<file path="src/rtl/scan_ctrl.sv">
// rtl/scan_ctrl.sv - 4-channel round-robin scan controller driving a 2-to-4 decoder (optional blanking gap: SCAN_BLANK_EN)
module scan_ctrl #(
  parameter int DWELL_W = 8
) (
  input  logic               clk,
  input  logic               reset,
  input  logic               start,
  input  logic               stop,
  input  logic [DWELL_W-1:0] dwell,
  input  logic [3:0]         mask,
  output logic [1:0]         a,
  output logic               en,
  output logic               busy,
  output logic               wrap
);

  typedef enum logic [1:0] {
    S_IDLE  = 2'd0,
    S_SCAN  = 2'd1
`ifdef SCAN_BLANK_EN
    ,
    S_BLANK = 2'd2
`endif
  } state_t;

  localparam logic [DWELL_W-1:0] CNT_ONE  = {{(DWELL_W-1){1'b0}}, 1'b1};
  localparam logic [DWELL_W-1:0] CNT_ZERO = '0;

  state_t             state_q, state_d;
  logic [1:0]         a_q, a_d;
  logic               en_q, en_d;
  logic               busy_q, busy_d;
  logic               wrap_q, wrap_d;
  logic [DWELL_W-1:0] cnt_q, cnt_d;
`ifdef SCAN_BLANK_EN
  logic [1:0]         nxt_q, nxt_d;
  logic               pend_wrap_q, pend_wrap_d;
`endif

  logic [DWELL_W-1:0] dwell_eff;
  logic [1:0]         first_chan;
  logic [1:0]         next_chan;

  // Lowest enabled channel, used when a scan is launched from IDLE.
  function automatic logic [1:0] lowest_set(input logic [3:0] m);
    logic [1:0] res;
    res = 2'd0;
    for (int i = 3; i >= 0; i--) begin
      if (m[i]) res = 2'(i);
    end
    return res;
  endfunction

  // Next enabled channel strictly after cur in circular order; offset 4 lands
  // back on cur itself, so a lone enabled channel selects itself again.
  function automatic logic [1:0] next_set(input logic [1:0] cur, input logic [3:0] m);
    logic [1:0] res;
    logic [1:0] idx;
    res = cur;
    for (int k = 4; k >= 1; k--) begin
      idx = cur + 2'(k);
      if (m[idx]) res = idx;
    end
    return res;
  endfunction

  // A dwell of zero still holds the channel for one cycle.
  assign dwell_eff  = (dwell == CNT_ZERO) ? CNT_ONE : dwell;
  assign first_chan = lowest_set(mask);
  assign next_chan  = next_set(a_q, mask);

  // Next-state and next-output computation; stop overrides everything.
  always_comb begin
    state_d = state_q;
    a_d     = a_q;
    en_d    = en_q;
    busy_d  = busy_q;
    wrap_d  = 1'b0;
    cnt_d   = cnt_q;
`ifdef SCAN_BLANK_EN
    nxt_d       = nxt_q;
    pend_wrap_d = pend_wrap_q;
`endif
    if (stop) begin
      state_d = S_IDLE;
      a_d     = 2'd0;
      en_d    = 1'b0;
      busy_d  = 1'b0;
      cnt_d   = CNT_ZERO;
    end else begin
      case (state_q)
        S_IDLE: begin
          if (start && (mask != 4'd0)) begin
            state_d = S_SCAN;
            a_d     = first_chan;
            en_d    = 1'b1;
            busy_d  = 1'b1;
            cnt_d   = dwell_eff;
          end
        end
        S_SCAN: begin
          if (cnt_q > CNT_ONE) begin
            cnt_d = cnt_q - CNT_ONE;
          end else if (mask == 4'd0) begin
            state_d = S_IDLE;
            en_d    = 1'b0;
            busy_d  = 1'b0;
            cnt_d   = CNT_ZERO;
          end else begin
`ifdef SCAN_BLANK_EN
            state_d     = S_BLANK;
            en_d        = 1'b0;
            nxt_d       = next_chan;
            pend_wrap_d = (next_chan <= a_q);
            cnt_d       = CNT_ZERO;
`else
            a_d    = next_chan;
            wrap_d = (next_chan <= a_q);
            cnt_d  = dwell_eff;
`endif
          end
        end
`ifdef SCAN_BLANK_EN
        S_BLANK: begin
          state_d     = S_SCAN;
          a_d         = nxt_q;
          en_d        = 1'b1;
          wrap_d      = pend_wrap_q;
          pend_wrap_d = 1'b0;
          cnt_d       = dwell_eff;
        end
`endif
        default: begin
          state_d = S_IDLE;
          a_d     = 2'd0;
          en_d    = 1'b0;
          busy_d  = 1'b0;
          cnt_d   = CNT_ZERO;
        end
      endcase
    end
  end

  // State and output registers with synchronous reset.
  always_ff @(posedge clk) begin
    if (reset) begin
      state_q <= S_IDLE;
      a_q     <= 2'd0;
      en_q    <= 1'b0;
      busy_q  <= 1'b0;
      wrap_q  <= 1'b0;
      cnt_q   <= CNT_ZERO;
`ifdef SCAN_BLANK_EN
      nxt_q       <= 2'd0;
      pend_wrap_q <= 1'b0;
`endif
    end else begin
      state_q <= state_d;
      a_q     <= a_d;
      en_q    <= en_d;
      busy_q  <= busy_d;
      wrap_q  <= wrap_d;
      cnt_q   <= cnt_d;
`ifdef SCAN_BLANK_EN
      nxt_q       <= nxt_d;
      pend_wrap_q <= pend_wrap_d;
`endif
    end
  end

  assign a    = a_q;
  assign en   = en_q;
  assign busy = busy_q;
  assign wrap = wrap_q;

endmodule

</file>
<file path="config.mk">
export PLATFORM = sky130hd
export DESIGN_NAME = scan_ctrl
export DESIGN_NICKNAME = d
export VERILOG_FILES = /design/src/rtl/scan_ctrl.sv
export SDC_FILE = /design/constraint.sdc
export NUM_CORES = 1
export LEC_CHECK = 0
export ABC_AREA = 1
export ABC_CLOCK_PERIOD_IN_PS = 2300
export CAP_MARGIN = 20
export CORE_MARGIN = 2
export CORE_UTILIZATION = 34
export CTS_CLUSTER_DIAMETER = 50
export DETAILED_ROUTE_END_ITERATION = 10
export GPL_TIMING_DRIVEN = 0
export PLACE_DENSITY = 0.68
export SETUP_SLACK_MARGIN = 0.02
export SLEW_MARGIN = 20
export SYNTH_ARGS = -nofsm -noshare
export SYNTH_HDL_FRONTEND = slang
export SYNTH_SLANG_ARGS = --single-unit
</file>
<file path="constraint.sdc">
create_clock -name clk -period 2.3 [get_ports clk]
set_input_delay 0.575 -clock clk [delete_from_list [all_inputs] [get_ports clk]]
set_output_delay 0.575 -clock clk [all_outputs]
set_load 0.01 [all_outputs]
</file>
Word level (Yosys, flattened, before mapping)
Index checks and enable logic that the tools add are counted.

Equal/unequal tests: 5. Add/subtract/negate cells: 4. Reduce and logical (&&, ||, !) cells: 9. Bitwise gates (word level): 1. Magnitude comparators: 5. Multiplexer cells: 30.

Operator list (count): $mux 8 (4); $mux 2 (13); $pmux 8 s2 (1); $lt 2x3->1 const B (3); $gt 8x1->1 const B (1); $logic_not 8->1 (1); $ne 2x2->1 const B (4); $pmux 2 s2 (2); $sub 8x1->8 const B (1); $bmux 1 s2 (3); $mux 1 (6); $reduce_and 3->1 (2); $reduce_or 5->1 (1); $add 2x2->2 const B (2); $logic_not 4->1 (1); $reduce_bool 4->1 (1); $add 2x1->2 const B (1); $eq 2x1->1 const B (1); $le 2x2->1 (1); $logic_not 2->1 (1); $pmux 1 s2 (1); $reduce_or 2->1 (1); $logic_and 1x1->1 (1); $not 1->1 (1).

Output and inout port bits: 5. Register bits after elaboration: 14. Input bits: 16.

Longest topological paths before layout
Gate-level depths: netlist of run 1.

Depth in word-level cells: 9. Gate-level depth with buffers: 15. Depth with buffers taken out: 14.

Worst setup path before layout of run 1
OpenSTA, ideal clock, no wires.

Kind: register to register. From: reg a_q[0], in the netlist a[0]. To: reg wrap_q, in the netlist wrap. Cell stages (with the launch flop): 15. Arrival: 1.729 ns. Data required time: 2.222 ns. Path buffers: 1. Path slack: 0.493 ns. Clock period less this slack: 1.807 ns. Cell sequence: dfxtp_1 > buf_6 > inv_6 > nand2_1 > nand2_2 > nand2_1 > nand2_1 > o21ai_0 > nand2_1 > ha_1 > inv_1 > nor2_1 > o21ai_0 > nand4_1 > nor3_1.

Word-level cells in the longest chain between the ends: 7. Elaborated cells on any way between the ends: 13. Those cells by class: 3 x add/sub; 1 x order compare; 9 x mux.

RTL lines: start: declaration (RTL line 30) `logic [1:0] a_q, a_d;`; start signal: assignment (RTL line 148) `a_q <= 2'd0;`; start signal: assignment (RTL line 159) `a_q <= a_d;`; $add 2x2->2 (RTL line 61) `idx = cur + 2'(k);`; $bmux 1 s2 (RTL line 62) `if (m[idx]) res = idx;`; $mux 1 (implied by the code) (RTL line 62); $mux 2 (3 in a row) (RTL line 62); $le 2x2->1 * (RTL line 118) `wrap_d = (next_chan <= a_q);`; end signal: assignment (RTL line 162) `wrap_q <= wrap_d;`; end: declaration (RTL line 33) `logic wrap_q, wrap_d;`.

Mark *: on every way between the ends. The rest lies on a longest branch, timed or not. The select of a mux whose other input is x is not followed. A chain may end at the register's enable or synchronous reset.

Worst setup path after layout of run 1
From: in mask[2]. To: reg wrap_q, in the netlist wrap.

Word-level cells in the longest chain between the ends: 6. Elaborated cells on any way between the ends: 12. Those cells by class: 1 x order compare; 9 x mux; 2 x reduce/logical.

RTL lines: start: declaration (RTL line 10) `input logic [3:0] mask,`; $bmux 1 s2 (RTL line 62); $mux 1 (implied by the code) (RTL line 62); $mux 2 (3 in a row) (RTL line 62); $le 2x2->1 (RTL line 118).

Parallel ways exist; a longest one is shown, timed or not. The select of a mux whose other input is x is not followed.

==> out/results.ini, run 1 <==
[job]
drv_cap = 0

[critical_path]
worstSetupPathType = in -> reg
worstPathRequired_ps = 2520
endpoint_kind = register
cp_max_fo = 4
worstPathArrival_ps = 2380
critPathLaunchType = input port

[sta]
timing.final.crit_period_ps = 2150
slew_violations = 0
clock-skew-final_ps = 0.588
rsz0062_at_grt = no
tightest_slew_ps = 600
hold_viol_final = 0
finalSetupViolations = 0
fin_crit_sh_pct = 93.7
max_freq_mhz = 464
setup_total_negative_slack_ps = 0
max-slew-margin-rel_pct = 59.9

[die]
start_util_pct = 35.1
io_pins = 21
die_y_microns = 59.5
rows = 20
dieArea_sq_mm = 0.00354
fp.coreArea_sq_mm = 0.00298
chipWidth_microns = 59.5

[clock_network]
cts_tree = yes
cts.sinks = 12
clockRootBuffer = clkbuf_4
worst_skew_pair.late_latency_ps = 290
cts_setup_buffers = 0
cts_buffer_depth = 2
numCtsBuffers = 3
clkTransAtPathRegs_ps = 80
htree_num_levels = 1

[layout]
ff_latch_area_sq_um = 240
fillCellCount = 319
syn2layout_area_growth_pct = 27.9
antenna_cells = 0
multi_input_area_sq_um = 674
layout.nets = 223
drive_gt1_share_pct = 12.4
fin_area_sq_mm = 0.00134

[synth]
syn_area_sq_mm = 0.00105
ys_warn_count = 0
ys_ff_latch = 12
synthCells = 178
yosysUniqueCellTypes = 24
ys_seq_area_share_pct = 23.0
synth_area_per_cell_sq_um = 5.88
synth_nets = 198

[global_routing]
antenna_found_initial = 0
grt_pass1_vias = 1054
grt-ovfl-total = 0
grt_max_degree = 11
grt_use_total_pct = 16.4
grt_pass1_wl_microns = 4400

[drt]
drt-initial-drc-count = 56
viasPerCell = 4.94
antenna_left = 0
via_count = 1160
drc = 0
wl_per_cell_microns = 10.5
drt-total-wl_microns = 2470
drt-pass1-iter-count = 4

[pwr]
vdd_drop_max_uv = 218
power_density_mw_per_mm2 = 473
leakagePower_nw = 0.651

[status]
status = finished, final reports clean

[hold_path]
hp-class = reg -> reg

[place]
gp_congestion = 0.872
portBuffers = 20
dp_hpwl_microns = 1930
placed_cell_area_sq_mm = 0.00129

## critical path, stage by stage
cell and delay, ps:
clkdlybuf4s50_1 470, nand2_1 110, o21ai_2 60, nand2_1 50, nand2_1 70, o21ai_0 180
nand2_1 100, ha_1 290, inv_1 60, nor2_1 30, o21ai_0 140, nand4_1 110
nor3_2 130
## cell families after synthesis
| kind of cell | after synthesis | synth area share, % |
|---|---|---|
| AND/OR/NAND/NOR | 108 | 44.6 |
| adder cells (fa/ha/maj) | 4 | 4.78 |
| flip-flops | 12 | 23.0 |
| buffers and inverters | 29 | 13.4 |
| XOR/XNOR | 1 | 0.837 |
| AO/OA/AOI/OAI | 24 | 13.4 |
## layout make-up
class	instances	share of cell area (%)
multi-input combinational	137	50.4
buffer	4	3.09
sequential	12	18.0
tap	33	3.09
timing repair buffer	20	15.3
clock buffer	4	2.71
inverter	25	7.39
## synth_stat cells
cell	number	share of area, %
a31oi_1	2	1.2
inv_1	20	7.2
nand3_2	1	0.96
a21oi_2	2	1.7
inv_2	4	1.4
a21oi_1	10	4.8
nor2_2	2	1.2
buf_6	3	3.2
nor2_1	21	7.5
nand3_1	19	9.1
o21ai_1	1	0.48
inv_6	1	0.84
nand4_1	3	1.8
nand2_1	52	19
ha_1	4	4.8
nor3_1	5	2.4
o211ai_2	1	1.2
o211ai_1	1	0.72
nand2_2	4	2.4
o21ai_0	7	3.3
or2_1	1	0.60
dfxtp_1	12	23
buf_4	1	0.72
xnor2_1	1	0.84
## per-layer routing
| metal | GRT usage [%] | up-vias | wire length, microns |
|---|---|---|---|
| met5 | 0 | - | 0 |
| met3 | 3.06 | 5 | 110 |
| li1 | - | 619 | - |
| met4 | 5.84 | 0 | 41 |
| met2 | 27.6 | 25 | 1190 |
| met1 | 20.5 | 511 | 1130 |
## worst paths after layout
| check | startpoint | cells past startpoint | end | slack, ps |
|---|---|---|---|---|
| setup / recovery | mask[2] | 13 | wrap$_SDFF_PP0_ | 150 |
| hold / removal | cnt_q[3]$_SDFFE_PP0P_ | 2 | cnt_q[3]$_SDFFE_PP0P_ | 510 |
| setup reg to reg | a[0]$_SDFFE_PP0P_ | 14 | wrap$_SDFF_PP0_ | 320 |
| hold reg to reg | cnt_q[3]$_SDFFE_PP0P_ | 2 | cnt_q[3]$_SDFFE_PP0P_ | 510 |
## state kept, by name, summed over array words and instances (netlist names)
register,count
busy,1
cnt_q,8
a,2
wrap,1
## through the flow
step / setup WS, ps / util (%) / cells / hold WS [ps] / total power [mW]
4_1_cts: 47.2 / 44.5 / 235 / 506 / 0.636
2_1_floorplan: 493 / - / 178 / 470 / 0.388
3_3_place_gp: -233 / 43.2 / 231 / 490 / 0.457
6_report: 145 / 44.9 / 235 / 506 / 0.633
5_1_grt: 24.4 / 44.9 / 235 / 548 / 0.680
3_5_place_dp: -243 / 43.2 / 231 / 493 / 0.458
## cells in the final DEF (no fill, tap or decap)
master,count
nand2_2,4
o211ai_2,1
nor3_1,4
dlymetal6s2s_1,2
o21ai_0,7
nor3_2,1
inv_1,20
nor2_2,2
clkbuf_8,1
o211ai_1,1
nand3_1,19
clkbuf_4,3
o21ai_2,1
inv_2,4
inv_6,1
a21oi_1,10
dfxtp_1,12
clkdlybuf4s50_1,18
a31oi_1,2
ha_1,4
a21oi_2,2
buf_6,3
xnor2_1,1
nand4_1,3
buf_4,1
nand3_2,1
nor2_1,21
nand2_1,52
or2_1,1
## where the power goes
group / internal (mW) / leakage (nW) / switching, mW
clock: 0.0966 / 0.0210 / 0.0807
combinational: 0.0991 / 0.532 / 0.126
sequential: 0.218 / 0.0981 / 0.0125
total: 0.414 / 0.651 / 0.219
## repair_timing
action | CTS | global route
hold buffers | 0 | 0
gates resized for setup | 0 | 4
endpoints found under the hold margin | 0 | 0
setup endpoints to repair | 0 | 1
(Power assumes the default switching activity.)
==> run 2: changes to the inputs <==
--- a/config.mk
+++ b/config.mk
@@ -8,14 +8,15 @@
 export ABC_AREA = 1
 export ABC_CLOCK_PERIOD_IN_PS = 2300
 export CAP_MARGIN = 20
-export CORE_MARGIN = 2
+export CORE_MARGIN = 4
 export CORE_UTILIZATION = 34
 export CTS_CLUSTER_DIAMETER = 50
 export DETAILED_ROUTE_END_ITERATION = 10
+export GPL_ROUTABILITY_DRIVEN = 1
 export GPL_TIMING_DRIVEN = 0
 export PLACE_DENSITY = 0.68
 export SETUP_SLACK_MARGIN = 0.02
-export SLEW_MARGIN = 20
+export SLEW_MARGIN = 0
 export SYNTH_ARGS = -nofsm -noshare
 export SYNTH_HDL_FRONTEND = slang
 export SYNTH_SLANG_ARGS = --single-unit
==> out/results.ini, run 2 (same netlist as run 1, synthesis figures left out) <==
[critical_path]
worstRegToRegCells = 14  ; unchanged
worstPathArrival_ps = 1520  ; -860 ps
endpoint_kind = output pin
critPathLaunchType = register
r2r_start = a[0]$_SDFFE_PP0P_
timing.rr.end = wrap$_SDFF_PP0_
worstPathRequired_ps = 1730  ; -790 ps
worstSetupPathType = reg -> out
cp_max_fo = 9  ; +5
ff2ff_setup_slack_ps = 370  ; +50 ps

[layout]
syn2layout_area_growth_pct = 27.6
largest_reg_flops = 8  ; unchanged
fin_area_sq_mm = 0.00134  ; -0.19%
drive_gt1_share_pct = 11.9  ; -0.50 points
layout.nets = 223  ; unchanged
final_cell_mix = nand2_1, nor2_1, inv_1, nand3_1, clkdlybuf4s50_1
fillCellCount = 308  ; -3.4%
antenna_cells = 0  ; unchanged
largest-register = cnt_q
mostFrequentLayoutCell = nand2_1

[pwr]
power_mw = 0.636  ; +0.54%
leakagePower_nw = 0.667  ; +2.5%
power_density_mw_per_mm2 = 476  ; +0.73%
vdd_drop_max_uv = 234  ; +7.3%

[global_routing]
grt_max_degree = 11  ; unchanged
grt-ovfl-total = 0  ; unchanged
grt_pass1_wl_microns = 4420  ; +0.45%
grt_use_total_pct = 13.3  ; -3.1 points
grt_pass1_vias = 1073  ; +1.8%
antenna_found_initial = 0  ; unchanged

[hold_path]
hold_path_depth = 2  ; unchanged
holdCritStartpoint = cnt_q[3]$_SDFFE_PP0P_
hold-path-endpoint = cnt_q[3]$_SDFFE_PP0P_
hp-class = reg -> reg

[drt]
drt-initial-drc-count = 76  ; +36%
antenna_left = 0  ; unchanged
viasPerCell = 4.98  ; +0.95%
via_count = 1161  ; +0.086%
wl_per_cell_microns = 10.6  ; +0.61%
drt-pass1-iter-count = 4  ; unchanged
drt-total-wl_microns = 2460  ; -0.24%
drc = 0  ; unchanged

[clock_network]
post_cts_resized = 0  ; unchanged
numCtsBuffers = 3  ; unchanged
cts_buffer_depth = 2  ; unchanged
hold_buffers = 0  ; unchanged
cts.sinks = 12  ; unchanged
clkTransAtPathRegs_ps = 90  ; about the same
cts_tree = yes
clockRootBuffer = clkbuf_4
cts_setup_buffers = 0  ; unchanged
htree_num_levels = 1  ; unchanged
worst_skew_pair.late_latency_ps = 290  ; about the same

[die]
io_pins = 21  ; unchanged
chipWidth_microns = 63.5  ; +6.7%
die_y_microns = 63.5  ; +6.7%
start_util_pct = 36.7  ; +1.5 points
dieArea_sq_mm = 0.00403  ; +14%
rows = 19  ; -5.0%
fp.coreArea_sq_mm = 0.00285  ; -4.2%

[sta]
max_freq_mhz = 478  ; +2.9%
fin_crit_sh_pct = 91.0  ; -2.7 points
timing.final.crit_period_ps = 2090  ; -61.0 ps
slew_violations = 0  ; unchanged
hold_viol_final = 0  ; unchanged
finalSetupViolations = 0  ; unchanged
tightest_slew_ps = 565  ; -34.7 ps
clock-skew-final_ps = 4.25  ; +3.66 ps
max-slew-margin-rel_pct = 62.2  ; +2.3 points
rsz0062_at_grt = no
holdWs_ps = 508  ; +2.15 ps
setup_total_negative_slack_ps = 0  ; unchanged

[job]
drv_cap = 0  ; unchanged

[place]
dp_hpwl_microns = 1980  ; +2.5%
placed_cell_area_sq_mm = 0.00128  ; -0.19%
gp_congestion = 0.927  ; +6.4%
portBuffers = 20  ; unchanged

[status]
status = finished, final reports clean

## run 2: cell types whose count changed in the layout (fill, tap and decap cells not counted)
cell,change
o21ai_0,-1
clkdlybuf4s50_1,-2
dlymetal6s2s_1,+2
nor3_2,-1
o21ai_1,+1
nor3_1,+1
## run 2: critical path, stage by stage (launching register included)
cell and delay (ps):
dfxtp_1 540, buf_4 170, clkdlybuf4s50_1 520
## run 2: worst max path at each step
stage	start	slack [ps]	endpoint
3_3_place_gp	mask[0]	-230	wrap$_SDFF_PP0_
5_1_grt	busy$_SDFFE_PP0P_	140	en
3_5_place_dp	mask[3]	-230	wrap$_SDFF_PP0_
6_report	busy$_SDFFE_PP0P_	210	en
4_1_cts	mask[3]	70	wrap$_SDFF_PP0_
2_1_floorplan	a[0]$_SDFFE_PP0P_	490	wrap$_SDFF_PP0_
## run 2: stage by stage
step	instances	setup slack [ps]	util [%]
3_3_place_gp	229	-234	45.0
4_1_cts	233	65.8	46.3
2_1_floorplan	178	493	-
3_5_place_dp	229	-227	45.0
6_report	233	206	46.8
5_1_grt	233	139	46.8
## run 2: routing by layer
layer,vias to the layer above,global-route usage (%),share of wire [%]
met5,-,0,0
met4,0,5.39,1.8
met3,5,1.95,4.0
met2,21,22.9,47
met1,514,16.4,47
li1,621,-,-
## run 2: power by group
part           internal (mW)  switching (mW)
sequential             0.218          0.0127
combinational         0.0990           0.126
clock                 0.0966          0.0837
## run 2: cell type report
cell class,instances,area [sq um],area share (%)
Buffer,4,41.3,3.09
Multi-Input combinational cell,137,669,50.1
Sequential cell,12,240,18.0
Tap cell,31,38.8,2.91
Clock buffer,4,36.3,2.72
Timing Repair Buffer,20,210,15.7
Inverter,25,98.8,7.40
==> run 3: changes to the inputs <==
--- a/config.mk
+++ b/config.mk
@@ -12,9 +12,10 @@
 export CORE_UTILIZATION = 34
 export CTS_CLUSTER_DIAMETER = 50
 export DETAILED_ROUTE_END_ITERATION = 10
+export DONT_BUFFER_PORTS = 1
 export GPL_ROUTABILITY_DRIVEN = 1
 export GPL_TIMING_DRIVEN = 0
-export PLACE_DENSITY = 0.68
+export PLACE_DENSITY = 0.52
 export SETUP_SLACK_MARGIN = 0.02
 export SLEW_MARGIN = 0
 export SYNTH_ARGS = -nofsm -noshare
==> constraint.sdc (replaced) <==
create_clock -name clk -period 2.3 [get_ports clk]
set_input_delay 0.345 -clock clk [delete_from_list [all_inputs] [get_ports clk]]
set_output_delay 0.345 -clock clk [all_outputs]
set_load 0.01 [all_outputs]
==> out/results.ini, run 3 (same netlist as run 1, synthesis figures left out) <==
[die]
start_util_pct = 36.7  ; unchanged
rows = 19  ; unchanged
die_y_microns = 63.5  ; unchanged
io_pins = 21  ; unchanged
chipWidth_microns = 63.5  ; unchanged
fp.coreArea_sq_mm = 0.00285  ; unchanged
dieArea_sq_mm = 0.00403  ; unchanged

[layout]
fin_cells = 212  ; -9.0%
utilization_pct = 38.9  ; -7.9 points
layout.nets = 203  ; -9.0%
fin_area_sq_mm = 0.00111  ; -17%
fillCellCount = 332  ; +7.8%
antenna_cells = 0  ; unchanged
largest-register = cnt_q
largest_reg_flops = 8  ; unchanged
mostFrequentLayoutCell = nand2_1
final_cell_mix = nand2_1, nor2_1, inv_1, nand3_1
syn2layout_area_growth_pct = 6.10
drive_gt1_share_pct = 13.3  ; +1.4 points

[critical_path]
r2r_start = a[0]$_SDFFE_PP0P_
worstPathRequired_ps = 2500  ; +770 ps
cp_max_fo = 9  ; unchanged
worstPathArrival_ps = 2200  ; +680 ps
critPathLaunchType = register
cp-startpoint = a[0]$_SDFFE_PP0P_
worstRegToRegCells = 14  ; unchanged
worstSetupPathType = reg -> reg
endpoint_kind = register

[clock_network]
cts_buffer_depth = 2  ; unchanged
numCtsBuffers = 3  ; unchanged
post_cts_resized = 0  ; unchanged
htree_num_levels = 1  ; unchanged
worst_skew_pair.late_latency_ps = 270  ; -20 ps
cts_setup_buffers = 0  ; unchanged
cts_tree = yes
hold_buffers = 0  ; unchanged
clockRootBuffer = clkbuf_4
cts.sinks = 12  ; unchanged
clkTransAtPathRegs_ps = 80  ; about the same

[global_routing]
grt_pass1_vias = 1075  ; +0.19%
grt_max_degree = 11  ; unchanged
grt-ovfl-total = 0  ; unchanged
grt_pass1_wl_microns = 4530  ; +2.4%
grt_use_total_pct = 13.6  ; +0.28 points
antenna_found_initial = 0  ; unchanged

[pwr]
vdd_drop_max_uv = 244  ; +4.0%
p_int_mw = 0.350  ; -15%
pwr-share-seq_pct = 42.1  ; +5.8 points
power_mw = 0.554  ; -13%
netSwitchingFraction_pct = 36.8  ; +1.8 points
net-switching-power_mw = 0.204  ; -8.3%
power_density_mw_per_mm2 = 499  ; +4.8%
leakagePower_nw = 0.547  ; -18%
p_comb_share_pct = 33.4  ; -2.0 points
clkPwrFrac_pct = 24.4  ; -3.9 points

[place]
dpl_worst_slack_ps = 239  ; +466 ps
portBuffers = 0  ; -100%
dp_cells = 209  ; -8.7%
placed_cell_area_sq_mm = 0.00108  ; -16%
gp_congestion = 0.902  ; -2.7%
dp_hpwl_microns = 2040  ; +3.2%

[drt]
antenna_left = 0  ; unchanged
viasPerCell = 5.25  ; +5.4%
drt-pass1-iter-count = 5  ; +1
wl_per_cell_microns = 11.9  ; +12%
drc = 0  ; unchanged
drt-initial-drc-count = 48  ; -37%
drt-total-wl_microns = 2520  ; +2.3%
via_count = 1113  ; -4.1%

[sta]
timing.final.crit_period_ps = 2000  ; -92.0 ps
tightest_slew_ps = 602  ; +36.2 ps
finalSetupViolations = 0  ; unchanged
clock-skew-final_ps = 2.71  ; -1.53 ps
slew_violations = 0  ; unchanged
setup_total_negative_slack_ps = 0  ; unchanged
setup_ws_ps = 298  ; +92.0 ps
holdWs_ps = 306  ; -203 ps
hold_viol_final = 0  ; unchanged
rsz0062_at_grt = no
max_freq_mhz = 500  ; +4.6%
max-slew-margin-rel_pct = 59.7  ; -2.4 points
fin_crit_sh_pct = 87.0  ; -4.0 points

[hold_path]
holdCritStartpoint = mask[0]
hold_path_depth = 3  ; +1
hp-class = in -> reg

[job]
drv_cap = 0  ; unchanged

[status]
status = finished, final reports clean

[run 3: cell types whose count changed in the layout (fill, tap and decap cells not counted), sizes merged]
cell | before | now
clkdlybuf4s50 | 16 | 0
dlymetal6s2s | 4 | 0
clkbuf | 4 | 3
[run 3: worst max-delay path, cell delays in order (launching register included)]
cell	delay, ps
dfxtp_2	380
buf_6	160
inv_6	50
nand2_1	60
nand2_2	60
nand2_1	80
nand2_1	70
o21ai_0	140
nand2_1	100
ha_1	300
inv_1	60
nor2_1	30
o21ai_0	160
nand4_1	100
nor3_1	160
[run 3: cell type report]
class,instances,area [sq um],share of cell area (%)
buffer,4,41.3,3.72
clock buffer,3,22.5,2.03
inverter,25,98.8,8.91
multi-input combinational,137,666,60.0
sequential,12,243,21.9
tap,31,38.8,3.49
[run 3: power groups by stage]
stage | logic [mW] | clock network (mW) | registers, mW
after floorplan | 0.154 | 0 | 0.234
after global placement | 0.184 | 0 | 0.238
after detailed placement | 0.187 | 0 | 0.238
after CTS | 0.187 | 0.139 | 0.233
after global routing | 0.215 | 0.147 | 0.236
final | 0.185 | 0.135 | 0.233
[run 3: worst paths after layout]
kind,endpoint,slack (ps)
max,wrap$_SDFF_PP0_,300
min,a[0]$_SDFFE_PP0P_,310
max reg2reg,wrap$_SDFF_PP0_,300
min reg2reg,cnt_q[3]$_SDFFE_PP0P_,510
[run 3: routing by layer]
metal	track usage, %	vias up	routed length (microns)
met5	0	-	0
met4	4.85	0	28
met3	1.78	4	155
met2	22.2	38	1160
met1	18.1	494	1180
li1	-	577	-
